[src/rtl/mult_pkg.sv]
// mult_pkg: state encodings and width helper shared by the chunked multiplier controller.
package mult_pkg;
    localparam logic [2:0] ST_IDLE = 3'b000;
    localparam logic [2:0] ST_CALC = 3'b001;
    localparam logic [2:0] ST_DONE = 3'b010;
    localparam logic [2:0] ST_ERR  = 3'b011;

    typedef enum logic [2:0] {
        IDLE = ST_IDLE,
        CALC = ST_CALC,
        DONE = ST_DONE,
        ERR  = ST_ERR
    } state_t;

    // Never returns less than 1 so single-value fields still get a bit.
    function automatic int clog2(input int v);
        int r = 1;
        for (int i = 1; i < 31; i++) if ((1 << i) < v) r = i + 1;
        return r;
    endfunction
endpackage

[src/rtl/mult_control_param_if.sv]
// mult_control_param_if: controller <-> datapath signals; count exists only with MULT_CTRL_CNT_CHECK_EN.
interface mult_control_param_if
    import mult_pkg::*;
#(
    parameter int NCHUNK  = 2,
    parameter int CHUNK_W = 4
);
    localparam int DATA_W = NCHUNK * CHUNK_W;
    localparam int SEL_W  = clog2(NCHUNK);
    localparam int SH_W   = clog2(2 * DATA_W);
    localparam int STEP_W = clog2(NCHUNK * NCHUNK);

    logic              start;
    logic [SEL_W-1:0]  a_sel;
    logic [SEL_W-1:0]  b_sel;
    logic [SH_W-1:0]   shift_bits;
    logic              clk_ena;
    logic              sclr_n;
    logic              busy;
    logic              done;
    logic              err;
    logic [2:0]        state_out;
    logic [STEP_W-1:0] step_out;
`ifdef MULT_CTRL_CNT_CHECK_EN
    logic [STEP_W-1:0] count;

    modport master (input start, count,
                    output a_sel, b_sel, shift_bits, clk_ena, sclr_n, busy, done, err, state_out, step_out);
    modport slave  (output start, count,
                    input a_sel, b_sel, shift_bits, clk_ena, sclr_n, busy, done, err, state_out, step_out);
`else
    modport master (input start,
                    output a_sel, b_sel, shift_bits, clk_ena, sclr_n, busy, done, err, state_out, step_out);
    modport slave  (output start,
                    input a_sel, b_sel, shift_bits, clk_ena, sclr_n, busy, done, err, state_out, step_out);
`endif
endinterface

[src/rtl/mult_step_counter.sv]
// mult_step_counter: partial-product step register with clear/increment, last flag and chunk-select decode.
module mult_step_counter #(
    parameter int NCHUNK = 2,
    parameter int STEP_W = 2,
    parameter int SEL_W  = 1
) (
    input  logic              clk,
    input  logic              reset_a,
    input  logic              i_clr,
    input  logic              i_inc,
    output logic [STEP_W-1:0] o_step,
    output logic              o_last,
    output logic [SEL_W-1:0]  o_a_sel,
    output logic [SEL_W-1:0]  o_b_sel
);
    localparam int STEPS = NCHUNK * NCHUNK;

    logic [STEP_W-1:0] r_step;

    always_ff @(posedge clk) begin
        if (reset_a || i_clr) r_step <= '0;
        else if (i_inc) r_step <= r_step + 1'b1;
    end

    // A walks fastest, so each B chunk sees every A chunk in turn.
    assign o_step  = r_step;
    assign o_last  = r_step == STEP_W'(STEPS - 1);
    assign o_a_sel = SEL_W'(32'(r_step) % NCHUNK);
    assign o_b_sel = SEL_W'(32'(r_step) / NCHUNK);
endmodule

[src/rtl/mult_control_param.sv]
// mult_control_param: sequencing FSM for an NCHUNK x NCHUNK chunked shift-and-add multiplier.
// Optional MULT_CTRL_CNT_CHECK_EN cross-checks the datapath step count against the internal step.
module mult_control_param
    import mult_pkg::*;
#(
    parameter int NCHUNK  = 2,
    parameter int CHUNK_W = 4
) (
    input  logic                 clk,
    input  logic                 reset_a,
    mult_control_param_if.master bus
);
    localparam int STEPS  = NCHUNK * NCHUNK;
    localparam int SEL_W  = clog2(NCHUNK);
    localparam int SH_W   = clog2(2 * NCHUNK * CHUNK_W);
    localparam int STEP_W = clog2(STEPS);

    state_t            r_state;
    state_t            w_next;
    logic              w_inc;
    logic              w_last;
    logic              w_bad_cnt;
    logic [STEP_W-1:0] w_step;
    logic [SEL_W-1:0]  w_a_sel;
    logic [SEL_W-1:0]  w_b_sel;

    mult_step_counter #(
        .NCHUNK (NCHUNK),
        .STEP_W (STEP_W),
        .SEL_W  (SEL_W)
    ) u_step (
        .clk     (clk),
        .reset_a (reset_a),
        .i_clr   (!w_inc),
        .i_inc   (w_inc),
        .o_step  (w_step),
        .o_last  (w_last),
        .o_a_sel (w_a_sel),
        .o_b_sel (w_b_sel)
    );

`ifdef MULT_CTRL_CNT_CHECK_EN
    assign w_bad_cnt = bus.count != w_step;
`else
    assign w_bad_cnt = 1'b0;
`endif

    always_ff @(posedge clk) begin
        if (reset_a) r_state <= IDLE;
        else r_state <= w_next;
    end

    // Step only advances while staying in CALC; every other transition zeroes it.
    assign w_inc = (r_state == CALC) && (w_next == CALC);

    always_comb begin
        w_next      = IDLE;
        bus.clk_ena = 1'b0;
        bus.sclr_n  = 1'b1;
        bus.busy    = 1'b0;
        bus.done    = 1'b0;
        bus.err     = 1'b0;
        case (r_state)
            IDLE: begin
                w_next      = bus.start ? CALC : IDLE;
                bus.clk_ena = bus.start;
                bus.sclr_n  = !bus.start;
            end
            CALC: begin
                bus.busy    = 1'b1;
                w_next      = (bus.start || w_bad_cnt) ? ERR : (w_last ? DONE : CALC);
                bus.clk_ena = !(bus.start || w_bad_cnt);
            end
            DONE: begin
                bus.done    = 1'b1;
                w_next      = bus.start ? CALC : IDLE;
                bus.clk_ena = bus.start;
                bus.sclr_n  = !bus.start;
            end
            ERR: begin
                bus.err     = 1'b1;
                w_next      = bus.start ? CALC : ERR;
                bus.clk_ena = bus.start;
                bus.sclr_n  = !bus.start;
            end
            default: w_next = IDLE;
        endcase
    end

    assign bus.a_sel      = w_a_sel;
    assign bus.b_sel      = w_b_sel;
    assign bus.shift_bits = SH_W'((32'(w_a_sel) + 32'(w_b_sel)) * CHUNK_W);
    assign bus.state_out  = r_state;
    assign bus.step_out   = w_step;
endmodule

[src/flat_wrapper.sv]
// flat-port wrapper written by rule: the top's interface ports become plain ports
module mult_control_param_flat import mult_pkg::*;
#(
    parameter int NCHUNK  = 2,
    parameter int CHUNK_W = 4
)
  (clk, reset_a, bus_start, bus_a_sel, bus_b_sel, bus_shift_bits, bus_clk_ena, bus_sclr_n, bus_busy, bus_done, bus_err, bus_state_out, bus_step_out);
  mult_control_param_if #(.NCHUNK(NCHUNK), .CHUNK_W(CHUNK_W)) bus_i ();
  input  logic clk;
  input  logic reset_a;
  input wire logic [$bits(bus_i.start)-1:0] bus_start;
  output wire logic [$bits(bus_i.a_sel)-1:0] bus_a_sel;
  output wire logic [$bits(bus_i.b_sel)-1:0] bus_b_sel;
  output wire logic [$bits(bus_i.shift_bits)-1:0] bus_shift_bits;
  output wire logic [$bits(bus_i.clk_ena)-1:0] bus_clk_ena;
  output wire logic [$bits(bus_i.sclr_n)-1:0] bus_sclr_n;
  output wire logic [$bits(bus_i.busy)-1:0] bus_busy;
  output wire logic [$bits(bus_i.done)-1:0] bus_done;
  output wire logic [$bits(bus_i.err)-1:0] bus_err;
  output wire logic [$bits(bus_i.state_out)-1:0] bus_state_out;
  output wire logic [$bits(bus_i.step_out)-1:0] bus_step_out;
  assign bus_i.start = bus_start;
  assign bus_a_sel = bus_i.a_sel;
  assign bus_b_sel = bus_i.b_sel;
  assign bus_shift_bits = bus_i.shift_bits;
  assign bus_clk_ena = bus_i.clk_ena;
  assign bus_sclr_n = bus_i.sclr_n;
  assign bus_busy = bus_i.busy;
  assign bus_done = bus_i.done;
  assign bus_err = bus_i.err;
  assign bus_state_out = bus_i.state_out;
  assign bus_step_out = bus_i.step_out;
  mult_control_param #(.NCHUNK(NCHUNK), .CHUNK_W(CHUNK_W)) u_core (.clk(clk), .reset_a(reset_a), .bus(bus_i));
endmodule
[config.mk]
export PLATFORM = sky130hd
export DESIGN_NAME = mult_control_param_flat
export DESIGN_NICKNAME = d
export VERILOG_FILES = /design/src/rtl/mult_pkg.sv /design/src/rtl/mult_control_param_if.sv /design/src/rtl/mult_step_counter.sv /design/src/rtl/mult_control_param.sv /design/src/flat_wrapper.sv
export SDC_FILE = /design/constraint.sdc
export NUM_CORES = 1
export LEC_CHECK = 0
export CAP_MARGIN = 0
export CORE_AREA = 2 2 39 41
export CTS_CLUSTER_DIAMETER = 100
export DETAILED_ROUTE_END_ITERATION = 6
export DIE_AREA = 0 0 41 43
export SETUP_SLACK_MARGIN = 0.15
export SLEW_MARGIN = 20
export SYNTH_ARGS = -nofsm -noshare
export SYNTH_HDL_FRONTEND = slang
export SYNTH_SLANG_ARGS = --single-unit
[constraint.sdc]
create_clock -name clk -period 1.95 [get_ports clk]
set_input_delay 0.195 -clock clk [delete_from_list [all_inputs] [get_ports clk]]
set_output_delay 0.195 -clock clk [all_outputs]
set_load 0.02 [all_outputs]
# Word level (Yosys, flattened, before mapping)
# Index checks and enable logic that the tools add are counted.
# Widths: inputs -> output; s select.
[word_totals] ff_bits=5 latch_bits=0 ram_bits=0 rom_bits=0 in_bits=3 output_inout_bits=16 wordCells=26 n_memories=0
[op_classes] addsub=2 mul=0 n_div=0 magnitude_cmp=0 eq_ne=5 shifts=0 n_mux=10 n_bitwise=0 reduce_logical=7
[op_table] operator="$pmux 3 s3" n=1
[op_table] operator="$eq 3x1->1 const B" n=2
[op_table] operator="$eq 3x2->1 const B" n=2
[op_table] operator="$mux 1" n=5
[op_table] operator="$mux 2" n=2
[op_table] operator="$logic_not 3->1" n=1
[op_table] operator="$mux 3" n=1
[op_table] operator="$reduce_or 3->1" n=1
[op_table] operator="$add 1x1->2" n=1
[op_table] operator="$add 2x1->2 const B" n=1
[op_table] operator="$eq 2x2->1 const B" n=1
[op_table] operator="$logic_not 1->1" n=2
[op_table] operator="$pmux 1 s2" n=1
[op_table] operator="$reduce_or 2->1" n=1
[op_table] operator="$logic_and 1x1->1" n=1
[op_table] operator="$logic_or 1x1->1" n=1

# Depth between registers and ports, before layout
# Gate-level depths: netlist of run 1.
[logic_depth] word_depth=8 depth_mapped=3 ltp_nobuf=3

# Modules after synthesis
# From an unflattened synthesis of run 1, not the netlist that was laid out.
[unflattened] cells_unflattened=31 area_unflattened_um2=290.3
[modules_own_cells] module="mult_control_param" n_inst=1 cells_per_inst=22 area_each_um2=183.9 seq_area_each_um2=40.0
[modules_own_cells] module="mult_step_counter" n_inst=1 cells_per_inst=9 area_each_um2=106.4 seq_area_each_um2=40.0

# Worst setup path after synthesis of run 1
# Ideal clock, no wire load.
[synth_timing] kind="flip-flop to flip-flop" startpoint="register u_core.u_step.r_step[0] (netlist: u_core.u_step.o_step[0])" endpoint="register u_core.u_step.r_step[1] (netlist: u_core.u_step.o_step[1])" setup_ns=0.087 arrival_ns=1.180 required_ns=1.863 setup_slack_ns=0.682 path_stages_with_launch=4 path_buffers=0 period_less_slack_ns=1.268 path_cell_list="dfxtp_1 -> ha_1 -> or2_4 -> nor4b_2"
[synth_via] elab_chain_cells=8 word_cells_on_any_way=9 classes_between="add/sub (1); eq/ne (2); mux (3); reduce/logical (3)"
[synth_lines] item="from (decl)" line_no="mult_step_counter.sv:18" rtl="logic [STEP_W-1:0] r_step;"
[synth_lines] item="from (signal assigned)" line_no="mult_step_counter.sv:22" rtl="else if (i_inc) r_step <= r_step + 1'b1;"
[synth_lines] item="$eq 2x2->1" line_no="mult_step_counter.sv:27" rtl="assign o_last = r_step == STEP_W'(STEPS - 1);"
[synth_lines] item="$mux 2" line_no="mult_control_param.sv:71" rtl="w_next = (bus.start || w_bad_cnt) ? ERR : (w_last ? DONE : CALC);"
[synth_lines] item="$mux 3" line_no="mult_control_param.sv:71"
[synth_lines] item="$pmux 3 s3" line_no="mult_control_param.sv:63" rtl="case (r_state)"
[synth_lines] item="$eq 3x1->1" line_no="mult_control_param.sv:54" rtl="assign w_inc = (r_state == CALC) && (w_next == CALC);"
[synth_lines] item="$logic_and 1x1->1" line_no="mult_control_param.sv:54"
[synth_lines] item="$logic_not 1->1" line_no="mult_control_param.sv:34" rtl=".i_clr (!w_inc),"
[synth_lines] item="$logic_or 1x1->1" line_no="mult_step_counter.sv:21" rtl="if (reset_a || i_clr) r_step <= '0;"
# Several ways; a longest one is shown, not always the timed one.
# A chain may end at the register's enable or synchronous reset.

# Worst setup path after layout of run 1
[layout_timing] startpoint="register u_core.u_step.r_step[0] (netlist: u_core.u_step.o_step[0])" endpoint="output port bus_shift_bits[3]"
[layout_via] elab_chain_cells=1
[layout_lines] item="$add 1x1->2" line_no="mult_control_param.sv:92" rtl="assign bus.shift_bits = SH_W'((32'(w_a_sel) + 32'(w_b_sel)) * CHUNK_W);"
[layout_lines] item="to (decl)" line_no="flat_wrapper.sv:14" rtl="output wire logic [$bits(bus_i.shift_bits)-1:0] bus_shift_bits;"
# Every way passes these cells.

==> results of run 1 <==
==> synth_stat cells, drive strengths merged <==
master / instances
nor3: 1
nor4b: 1
nor2: 2
or2: 1
nor4: 1
conb: 1
buf: 6
ha: 1
and2: 1
nand2b: 2
dfxtp: 4
nand2: 1
inv: 1
nor2b: 1
a211oi: 2
xnor2: 1
==> path summary, 6_finish.rpt <==
check / end / start / cells past startpoint
setup / recovery: bus_shift_bits[3] / u_core.u_step.o_step[0] / 2
hold / removal: u_core.u_step.o_step[0] / u_core.u_step.o_step[0] / 1
setup reg to reg: u_core.u_step.o_step[1] / u_core.u_step.o_step[0] / 3
hold reg to reg: u_core.u_step.o_step[0] / u_core.u_step.o_step[0] / 1
==> power breakdown <==
part           internal (mW)  total (mW)  leakage (nW)  switching, mW
Sequential            0.0857      0.0906        0.0332        0.00486
Clock                 0.0689       0.104        0.0138         0.0354
Combinational         0.0313      0.0647         0.125         0.0335
==> logic make-up after synthesis <==
logic type | count (synthesis) | share of synthesized area
other cells | 1 | 0.0150
xor+xnor | 1 | 0.0350
flops | 4 | 0.320
simple gates | 11 | 0.310
buf+inv | 7 | 0.210
compound gates | 2 | 0.0600
fa+ha+maj | 1 | 0.0500
==> flip-flops by register name (all words and copies together) (netlist names) <==
signal,flops
u_core.bus.state_out,2
u_core.u_step.o_step,2
==> cell type report <==
class	count	area (um^2)
clock buffers	3	22.5
fillers	164	971
inverters	1	3.75
multi-input cells	18	125
flip-flops and latches	4	81.3
well taps	16	20.0
repair buffers	16	160
==> metrics by stage <==
stage | power, mW | utilization | setup slack (ps)
after global placement | 0.157 | 0.279 | 316
after global routing | 0.277 | 0.298 | 158
after CTS | 0.267 | 0.297 | 160
after floorplan | 0.135 | - | 682
final | 0.260 | 0.298 | 269
after detailed placement | 0.158 | 0.279 | 304
==> worst max-delay path: stages, from the launching register on <==
cell and delay (ps):
dfxtp_1 380, ha_1 240, clkdlybuf4s50_1 630
==> routing by layer <==
metal,vias to the layer above,share of wire
met4,0,0.042
li1,112,-
met3,5,0.11
met5,-,0
met2,10,0.46
met1,96,0.38
==> what timing repair did <==
action / CTS / global route
hold buffers: 0 / 0
gates resized for setup: 1 / 1
setup endpoints to repair: 1 / 1
setup buffers: 0 / 0
==> flow_summary.ini, run 1 <==
[placed_design]
place.gp.congestion = 0.579
port_buffers = 15
hpwlAfterDp_um = 390
placed_area_um2 = 387
numPlacedInstances = 55

[die]
floorplan.initialDensity = 0.181
core_area_um2 = 1380
dieWidth_um = 41
die_height_um = 43
dieArea_um2 = 1760
floorplan.io_pins = 19
placement_rows = 14

[yosys]
synth_warnings = 0
synthesis.instances = 27
post_synth_main_area_contributors = dfxtp_1 32%, buf_4 15%, a211oi_1 6.0%
synth_sequential_area_ratio = 0.320
synth_top_area_frac = 0.320
synth_area_um2 = 250
syn-mean-instance-area_um2 = 9.27
synth_largest_area_cell = dfxtp_1
yosys.cell_types.count = 17
register_bit_count_reported_by_yosys = 4

[detailed_routing]
routed_antenna_nets = 0
firstDrtPassIters = 2
avgRoutedWirePerCell_um = 8.72
post-route-drc-count = 0
dr.first_iter.drc_count = 1
route.final.wire_length_um = 506
vias_per_cell = 3.84
routed-via-count = 223

[worst_setup_path]
worst-setup-path-type = reg2out
worst_ep_arrival_time_ps = 1490
endpoint_kind = output pin
critPathLaunchType = register
worst-endpoint-required_ps = 1750
reg2reg_setup_slack_ps = 820
worst-path-max-fanout = 4

[sta]
min_period_over_period = 0.862
min_period_ps = 1680
fin_skew_ps = 1.15
finalHoldViolations = 0
finalHoldWorstSlack_ps = 491
tns_ps = 0
report.final.slew_viol_count = 0
rsz0062_at_grt = false
timing.final.setup_violations = 0
fmax_ghz = 0.595

[run]
number_of_max_cap_violations = 0

[finish]
antenna-diode-count = 0
layout_common_cells = 14 x clkdlybuf4s50_1, 3 x conb_1, 3 x clkbuf_4, 3 x dfxtp_1
post_route_cells_drive_above_1_share = 0.190
final_design_area_no_fill_um2 = 413
layout.nets = 48
layout-area-overhead-vs-synth_pct = 65.0
mostFrequentLayoutCell = clkdlybuf4s50_1
finalNonFillerCells = 58

[pwr]
peakVddDrop_uv = 279
power.density_cell_area_nw_per_um2 = 629
power_leakage_nw = 0.172

[min_path]
hold_path_class = reg2reg

[global_route]
first_global_vias = 184
global_route.usage.met1 = 0.0772
gr-usage-met2 = 0.0844
grt_antenna_before_repair = 0
grt.met3_usage = 0.0942
grtUsageTotal = 0.0813
grt_start_max_net_pins = 10
global_route.overflow_total = 0
grt_first_pass_wirelength_um = 814
gr-max-usage-layer = met3

[clocking]
cts_tree = done
cts_num_sinks = 4
clock_insertion_delay_worst_skew_ps = 240
clock_tree.htree_level_count = 1
ctsLongestPathBuffers = 2
clkSlewWorstSetupHoldPaths_ps = 40
cts-buffers-inserted = 3
clock_root_buffer = clkbuf_4

[status]
run_status = completed
Power figures use the tool's default switching activity.
==> run 2, diff against run 1 <==
--- a/config.mk
+++ b/config.mk
@@ -10,6 +10,7 @@
 export CTS_CLUSTER_DIAMETER = 100
 export DETAILED_ROUTE_END_ITERATION = 6
 export DIE_AREA = 0 0 41 43
+export MAX_ROUTING_LAYER = met4
 export SETUP_SLACK_MARGIN = 0.15
 export SLEW_MARGIN = 20
 export SYNTH_ARGS = -nofsm -noshare
==> run 2 against run 1 <==
  * Non-clock buffer count unchanged
  * Sequential share of layout area unchanged
  * Via count unchanged
  * Sequential cell count unchanged
  * Cell area unchanged
  * Register-to-register slack about the same
  * Clock power about the same
  * Utilization unchanged
  * Die area unchanged
  * Sequential power about the same
  * Critical path type unchanged
  * Largest power group unchanged
  * Highest routed layer unchanged
==> flow_summary.ini, run 2 (same netlist as run 1, synthesis figures left out) <==
[status]
run_status = completed

[detailed_routing]
routed_antenna_nets = 0
dr.first_iter.drc_count = 1
avgRoutedWirePerCell_um = 8.67
routed-via-count = 223
route.final.wire_length_um = 503
post-route-drc-count = 0
vias_per_cell = 3.84
firstDrtPassIters = 2

[worst_setup_path]
endpoint_kind = output pin
worst_ep_arrival_time_ps = 1490
worst-endpoint-required_ps = 1750
worst-path-max-fanout = 4
cp-startpoint = u_core.u_step.o_step[0]
reg2reg_from = u_core.u_step.o_step[0]
worst-setup-path-type = reg2out
critPathLaunchType = register

[placed_design]
placed_area_um2 = 387
hpwlAfterDp_um = 390
numPlacedInstances = 55
port_buffers = 15
place.gp.congestion = 0.582

[finish]
mostFrequentLayoutCell = clkdlybuf4s50_1
layout.nets = 48
antenna-diode-count = 0
final_design_area_no_fill_um2 = 413
finalNonFillerCells = 58
layout-area-overhead-vs-synth_pct = 65.0
post_route_cells_drive_above_1_share = 0.190
layout_common_cells = 14 x clkdlybuf4s50_1, 3 x conb_1, 3 x clkbuf_4, 3 x dfxtp_1

[clocking]
cts_num_sinks = 4
clkSlewWorstSetupHoldPaths_ps = 40
ctsLongestPathBuffers = 2
cts_tree = done
cts.hold.buffers_added = 0
cts-buffers-inserted = 3
clock_root_buffer = clkbuf_4
clock_tree.htree_level_count = 1
clock_insertion_delay_worst_skew_ps = 240
post_cts.repair.setup_buffers = 0

[sta]
rsz0062_at_grt = false
timing.final.setup_violations = 0
min_period_over_period = 0.862
tns_ps = 0
fmax_ghz = 0.595
report.final.slew_viol_count = 0
fin_skew_ps = 1.19
finalHoldViolations = 0
min_period_ps = 1680

[global_route]
grt_antenna_before_repair = 0
first_global_vias = 185
grt_start_max_net_pins = 10
grtUsageTotal = 0.0833
grt_first_pass_wirelength_um = 814
global_route.overflow_total = 0

[min_path]
hp-start = u_core.u_step.o_step[0]
hold_path_class = reg2reg

[pwr]
power_leakage_nw = 0.172
peakVddDrop_uv = 279
power.density_cell_area_nw_per_um2 = 629

[die]
floorplan.io_pins = 19
dieArea_um2 = 1760
floorplan.initialDensity = 0.181
die_height_um = 43
core_area_um2 = 1380
placement_rows = 14
dieWidth_um = 41

[run]
number_of_max_cap_violations = 0
[run 2: worst paths after layout]
| path | to | slack (ps) | depth (start not counted) |
|---|---|---|---|
| setup / recovery | bus_shift_bits[3] | 270 | 2 |
| hold / removal | u_core.u_step.o_step[0] | 490 | 1 |
| setup reg to reg | u_core.u_step.o_step[1] | 820 | 3 |
| hold reg to reg | u_core.u_step.o_step[0] | 490 | 1 |
[run 2: cell type report]
cell class | count | area, um^2
fill | 164 | 971
tap | 16 | 20.0
multi-input combinational | 18 | 125
sequential | 4 | 81.3
clock buffer | 3 | 22.5
timing repair buffer | 16 | 160
inverter | 1 | 3.75
[run 2: what timing repair did]
action | 4_1_cts | 5_1_grt
gates resized for setup | 1 | 1
setup endpoints to repair | 1 | 1
gates cloned | 0 | 0
endpoints found under the hold margin | 0 | 0
[run 2: metal layers]
layer / global-route usage / wire length (um)
met1: 0.0772 / 191
met2: 0.0844 / 234
met3: 0.0942 / 58
met4: 0.0800 / 19
met5: - / 0
[run 2: metrics by stage]
step / hold WS [ps] / power (mW) / util / setup WS [ps]
5_1_grt: 525 / 0.277 / 0.298 / 158
6_report: 491 / 0.260 / 0.298 / 269
3_3_place_gp: 492 / 0.157 / 0.279 / 316
4_1_cts: 500 / 0.267 / 0.297 / 160
2_1_floorplan: 268 / 0.135 / - / 682
3_5_place_dp: 490 / 0.158 / 0.279 / 304
[run 2: power by group]
group / switching [mW] / total, mW / internal [mW] / leakage [nW]
Combinational: 0.0335 / 0.0647 / 0.0313 / 0.125
Sequential: 0.00486 / 0.0906 / 0.0857 / 0.0332
Clock: 0.0353 / 0.104 / 0.0689 / 0.0138
[run 2: critical path, stage by stage, from the launching register on]
cell and delay [ps]:
dfxtp_1 380, ha_1 240, clkdlybuf4s50_1 630
